--- src/rtl/forwarding_ctrl.sv ---
// EX-stage operand forwarding and load-use hazard control with a shadow ID/EX -> EX/MEM -> MEM/WB pipeline.
// Optional feature macro: FWD_LOAD_STALL_EN (load-use stall detection; undefined = load_stall tied 0).
module forwarding_ctrl #(
  parameter int REG_AW = 5
) (
  input  logic              clk,
  input  logic              reset,
  input  logic [REG_AW-1:0] id_rs1,
  input  logic [REG_AW-1:0] id_rs2,
  input  logic [REG_AW-1:0] id_rd,
  input  logic              id_regwrite,
  input  logic              id_memread,
  input  logic              flush,
  output logic [1:0]        forward_a,
  output logic [1:0]        forward_b,
  output logic              load_stall
);

  localparam logic [1:0]        SEL_RF  = 2'b00;
  localparam logic [1:0]        SEL_WB  = 2'b01;
  localparam logic [1:0]        SEL_EXM = 2'b10;
  localparam logic [REG_AW-1:0] REG_X0  = '0;

  logic [REG_AW-1:0] r_idex_rs1_p0;
  logic [REG_AW-1:0] r_idex_rs2_p0;
  logic [REG_AW-1:0] r_idex_rd_p0;
  logic              r_idex_regwrite_p0;
  logic [REG_AW-1:0] r_exmem_rd_p1;
  logic              r_exmem_regwrite_p1;
  logic [REG_AW-1:0] r_memwb_rd_p2;
  logic              r_memwb_regwrite_p2;

  logic              w_load_stall;
  logic              w_bubble;
  logic              w_unused;

  // Newest producer wins; x0 is hard-wired zero and never forwarded.
  function automatic logic [1:0] fwd_sel(
    input logic [REG_AW-1:0] src,
    input logic [REG_AW-1:0] exm_rd,
    input logic              exm_we,
    input logic [REG_AW-1:0] wb_rd,
    input logic              wb_we
  );
    logic [1:0] sel;
    sel = SEL_RF;
    if (exm_we && (exm_rd != REG_X0) && (exm_rd == src)) begin
      sel = SEL_EXM;
    end else if (wb_we && (wb_rd != REG_X0) && (wb_rd == src)) begin
      sel = SEL_WB;
    end
    return sel;
  endfunction

`ifdef FWD_LOAD_STALL_EN
  logic r_idex_memread_p0;
  logic r_exmem_memread_p1;

  assign w_load_stall = r_idex_memread_p0 && (r_idex_rd_p0 != REG_X0) &&
                        ((r_idex_rd_p0 == id_rs1) || (r_idex_rd_p0 == id_rs2));
  assign w_unused     = r_exmem_memread_p1;

  always_ff @(posedge clk) begin
    if (!reset) begin
      r_idex_memread_p0  <= 1'b0;
      r_exmem_memread_p1 <= 1'b0;
    end else begin
      r_exmem_memread_p1 <= r_idex_memread_p0;
      r_idex_memread_p0  <= w_bubble ? 1'b0 : id_memread;
    end
  end
`else
  // Loads are scheduled by software in this build, so the load flag is not tracked.
  assign w_load_stall = 1'b0;
  assign w_unused     = id_memread;
`endif

  // A stall and a flush in the same cycle still produce exactly one bubble.
  assign w_bubble = flush | w_load_stall;

  // ID -> ID/EX (_p0) -> EX/MEM (_p1) -> MEM/WB (_p2)
  always_ff @(posedge clk) begin
    if (!reset) begin
      r_idex_rs1_p0       <= '0;
      r_idex_rs2_p0       <= '0;
      r_idex_rd_p0        <= '0;
      r_idex_regwrite_p0  <= 1'b0;
      r_exmem_rd_p1       <= '0;
      r_exmem_regwrite_p1 <= 1'b0;
      r_memwb_rd_p2       <= '0;
      r_memwb_regwrite_p2 <= 1'b0;
    end else begin
      r_memwb_rd_p2       <= r_exmem_rd_p1;
      r_memwb_regwrite_p2 <= r_exmem_regwrite_p1;
      r_exmem_rd_p1       <= r_idex_rd_p0;
      r_exmem_regwrite_p1 <= r_idex_regwrite_p0;
      if (w_bubble) begin
        r_idex_rs1_p0      <= '0;
        r_idex_rs2_p0      <= '0;
        r_idex_rd_p0       <= '0;
        r_idex_regwrite_p0 <= 1'b0;
      end else begin
        r_idex_rs1_p0      <= id_rs1;
        r_idex_rs2_p0      <= id_rs2;
        r_idex_rd_p0       <= id_rd;
        r_idex_regwrite_p0 <= id_regwrite;
      end
    end
  end

  // EX-stage mux selects
  assign forward_a  = fwd_sel(r_idex_rs1_p0, r_exmem_rd_p1, r_exmem_regwrite_p1,
                              r_memwb_rd_p2, r_memwb_regwrite_p2);
  assign forward_b  = fwd_sel(r_idex_rs2_p0, r_exmem_rd_p1, r_exmem_regwrite_p1,
                              r_memwb_rd_p2, r_memwb_regwrite_p2);
  assign load_stall = w_load_stall;

endmodule
--- config.mk ---
export PLATFORM = sky130hd
export DESIGN_NAME = forwarding_ctrl
export DESIGN_NICKNAME = d
export VERILOG_FILES = /design/src/rtl/forwarding_ctrl.sv
export SDC_FILE = /design/constraint.sdc
export NUM_CORES = 1
export LEC_CHECK = 0
export ABC_AREA = 0
export CORE_ASPECT_RATIO = 1.2
export CORE_MARGIN = 4
export CORE_UTILIZATION = 44
export DETAILED_ROUTE_END_ITERATION = 8
export PLACE_DENSITY = 0.77
export SLEW_MARGIN = 20
export SYNTH_ARGS = -nofsm -noshare
export SYNTH_HDL_FRONTEND = slang
export SYNTH_SLANG_ARGS = --single-unit
--- constraint.sdc ---
create_clock -name clk -period 2.1 [get_ports clk]
set_input_delay 0.315 -clock clk [delete_from_list [all_inputs] [get_ports clk]]
set_output_delay 0.315 -clock clk [all_outputs]
set_load 0.02 [all_outputs]
==> impl_metrics.py <==
metrics = {
    "outcome": {
        "status": "finished with violations",
        "violations": "setup timing",
    },
    "clock_network": {
        "ctsHoldBuffers": 0,
        "cts_root_buf": "clkbuf_4",
        "path_clk_slew_ns": 0.14,
        "clkLatencyLatePin_ns": 0.31,
        "cts_made_buffers": 3,
        "cts_tree": "built",
        "cts.htree.levels": 1,
        "clockBufferDepth": 2,
        "cts.sinks": 28,
    },
    "critical_path": {
        "cp_max_fo": 2,
        "crit_type": "reg2out",
        "worstPathRequired_ns": 1.78,
        "arrival_ns": 1.90,
        "end_kind": "primary output",
        "startpoint_type": "flip-flop",
    },
    "global_routing": {
        "grt_pass1_wl_um": 2856,
        "grt.overflow.total": 0,
        "grt_pass1_vias": 684,
        "track_usage_pct": 12.34,
        "antenna_found_initial": 0,
        "grt_max_degree": 17,
    },
    "logic_synthesis": {
        "synthFlopType": "dfxtp_1",
        "synth_top_area_share_pct": 54.30,
        "synth_edf_count": 0,
        "ys_warn_count": 0,
        "ys_seq_elements": 28,
        "yosysMostFrequentCell": "dfxtp_1",
        "yosys-top-cells-area": "dfxtp_1 (54%), and2_1 (16%), xnor2_1 (14%)",
        "synth_cells": 95,
        "async_flop_share_pct": 0,
        "syn_area_sq_mm": 0.001032,
        "synth.net_count": 115,
        "yosysSeqAreaShare_pct": 54.30,
        "yosysTopAreaCell": "dfxtp_1",
        "synth.cells.most_frequent": "dfxtp_1 (28), and2_1 (27), xnor2_1 (16), xor2_1 (4)",
        "avgSynthCellArea_sq_um": 10.87,
        "synth_cell_types": 17,
    },
    "layout": {
        "syn_to_final_growth_pct": 38.79,
        "final_nets": 146,
        "multi_input_area_sq_um": 513.0,
        "seqCellArea_sq_um": 561.8,
        "final_area_sq_mm": 0.001433,
        "drive_gt1_share_pct": 20.00,
        "final_util_pct": 66.96,
        "n_fill_cell": 154,
        "n_antenna_cell": 0,
    },
    "sta": {
        "rsz0062_at_grt": "yes",
        "final_max_slew_viol_count": 0,
        "period_needed_ns": 2.216,
        "setup_violations": 2,
        "skew_ns": 0.01082,
        "setup_ws_ns": -0.1163,
        "relSlewSlack_pct": 52.60,
        "post-route-period-util_pct": 105.5,
        "max_freq_mhz": 451.2,
        "hold_viol_final": 0,
        "tightestPinTransition_ns": 0.7095,
    },
    "floorplanning": {
        "die_w_um": 52.22,
        "dieHeight_um": 61.06,
        "floorplan.initialDensity_pct": 48.25,
        "core_region_area_sq_mm": 0.002140,
        "num_rows": 18,
        "die-area_sq_mm": 0.003188,
        "io_pins": 25,
    },
    "detailed_routing": {
        "drc_errors": 0,
        "viasPerCell": 4.503,
        "drt_pass1_iterations": 2,
        "avgRoutedWirePerCell_um": 11.55,
        "num_vias": 698,
        "antenna_left": 0,
        "wirelength_um": 1791,
        "drt_first_iter_violations": 2,
    },
    "placement": {
        "place_hpwl_um": 1383,
        "place_area_sq_mm": 0.001328,
        "gp_congestion": 0.8865,
        "dp_slack_ns": -0.1851,
        "portBuffers": 22,
    },
    "pwr": {
        "power.density_mw_per_mm2": 692.8,
        "seqPwrFrac_pct": 56.6,
        "p_sw_uw": 188.0,
        "clock_power_share_pct": 33.4,
        "pwr-share-comb_pct": 9.9,
        "switching_share_pct": 18.94,
        "ir_drop_v": 0.0005106,
        "p_int_uw": 804.4,
        "p_leak_uw": 0.0005645,
    },
    "hold_path": {
        "hold_path_class": "reg2reg",
    },
    "flow_run": {
        "drv_cap": 0,
    },
}
## flip-flops by register name (all words and copies together) (netlist names)
register	cells
r_idex_regwrite_p0	1
r_memwb_rd_p2	5
r_exmem_regwrite_p1	1
r_memwb_regwrite_p2	1
r_idex_rs2_p0	5
r_exmem_rd_p1	5
r_idex_rs1_p0	5
r_idex_rd_p0	5
## power by group through the flow
stage	Sequential [uW]	Combinational, uW	Clock [uW]
2_1_floorplan	571	44.8	0
3_3_place_gp	572	86.3	0
3_5_place_dp	573	88.4	0
4_1_cts	561	95.2	335
5_1_grt	564	107	359
6_report	562	98.7	332
## metal layers
metal | vias to the layer above | part of all wire [%] | global-route usage (%)
met3 | 2 | 3.4 | 1.453
li1 | 361 | - | -
met1 | 322 | 40 | 12.79
met4 | 0 | 1.5 | 6.569
met2 | 13 | 55 | 24.06
met5 | - | 0 | 0
## metrics by stage
step | hold slack, ns | cells | setup TNS, ns | total power, uW
after floorplan | 0.4119 | 95 | 0 | 615.4
after global placement | 0.4184 | 151 | -0.3203 | 658.5
after detailed placement | 0.4208 | 151 | -0.4767 | 661.0
after CTS | 0.4529 | 155 | -0.2990 | 991.7
after global routing | 0.4693 | 155 | -0.3448 | 1030
final | 0.4498 | 155 | -0.1356 | 992.4
## cells by family after synthesis
family | synth area share (%)
compound gates | 0.8486
xor+xnor | 16.97
buf+inv | 1.455
flops | 54.30
other cells | 0.3633
simple gates | 26.06
## worst paths after layout
kind                                       start               end  slack (ns)  cells past startpoint
worst max-delay path            r_exmem_rd_p1[1]      forward_b[0]       -0.12                      5
worst min-delay path             r_idex_rd_p0[2]  r_exmem_rd_p1[2]        0.45                      1
worst max register to register  r_exmem_rd_p1[1]  r_memwb_rd_p2[1]        1.34                      2
worst min register to register   r_idex_rd_p0[2]  r_exmem_rd_p1[2]        0.45                      1
## repair_timing
item / in CTS / in global routing
cloned: 0 / 0
setup buffers: 0 / 1
setup endpoints to repair: 4 / 4
pin swaps: 5 / 3
resized for setup: 24 / 7
## final cells by class
cell class	instances	area share, %
clock buffers	3	1.572
clock inverters	1	2.096
multi-input cells	64	35.81
flip-flops and latches	28	39.21
well taps	30	2.620
repair buffers	29	18.69
## layout by cell type, fill, tap and decap left out
master            n
buf_6             2
nand4_1           2
conb_1            1
bufinv_16         1
and2_1           27
nand3_1           2
nor4_4            2
nor2_1            1
xnor2_1          14
dfxtp_2           1
and2_2            1
o21ai_4           1
clkdlybuf4s50_1  18
nor4_2            2
xnor2_2           2
or4_4             1
nand2_1           2
buf_4             8
nor2b_1           1
buf_2             1
dfxtp_1          27
clkbuf_4          3
xor2_1            4
or4_1             1
## worst max-delay path, cell delays in order, from the launching register on
cell and delay, ns:
dfxtp_2 0.35, or4_4 0.55, o21ai_4 0.21, nor4_4 0.08, nor4_2 0.21, buf_2 0.20
No activity file was read; power rests on OpenSTA's default activity.
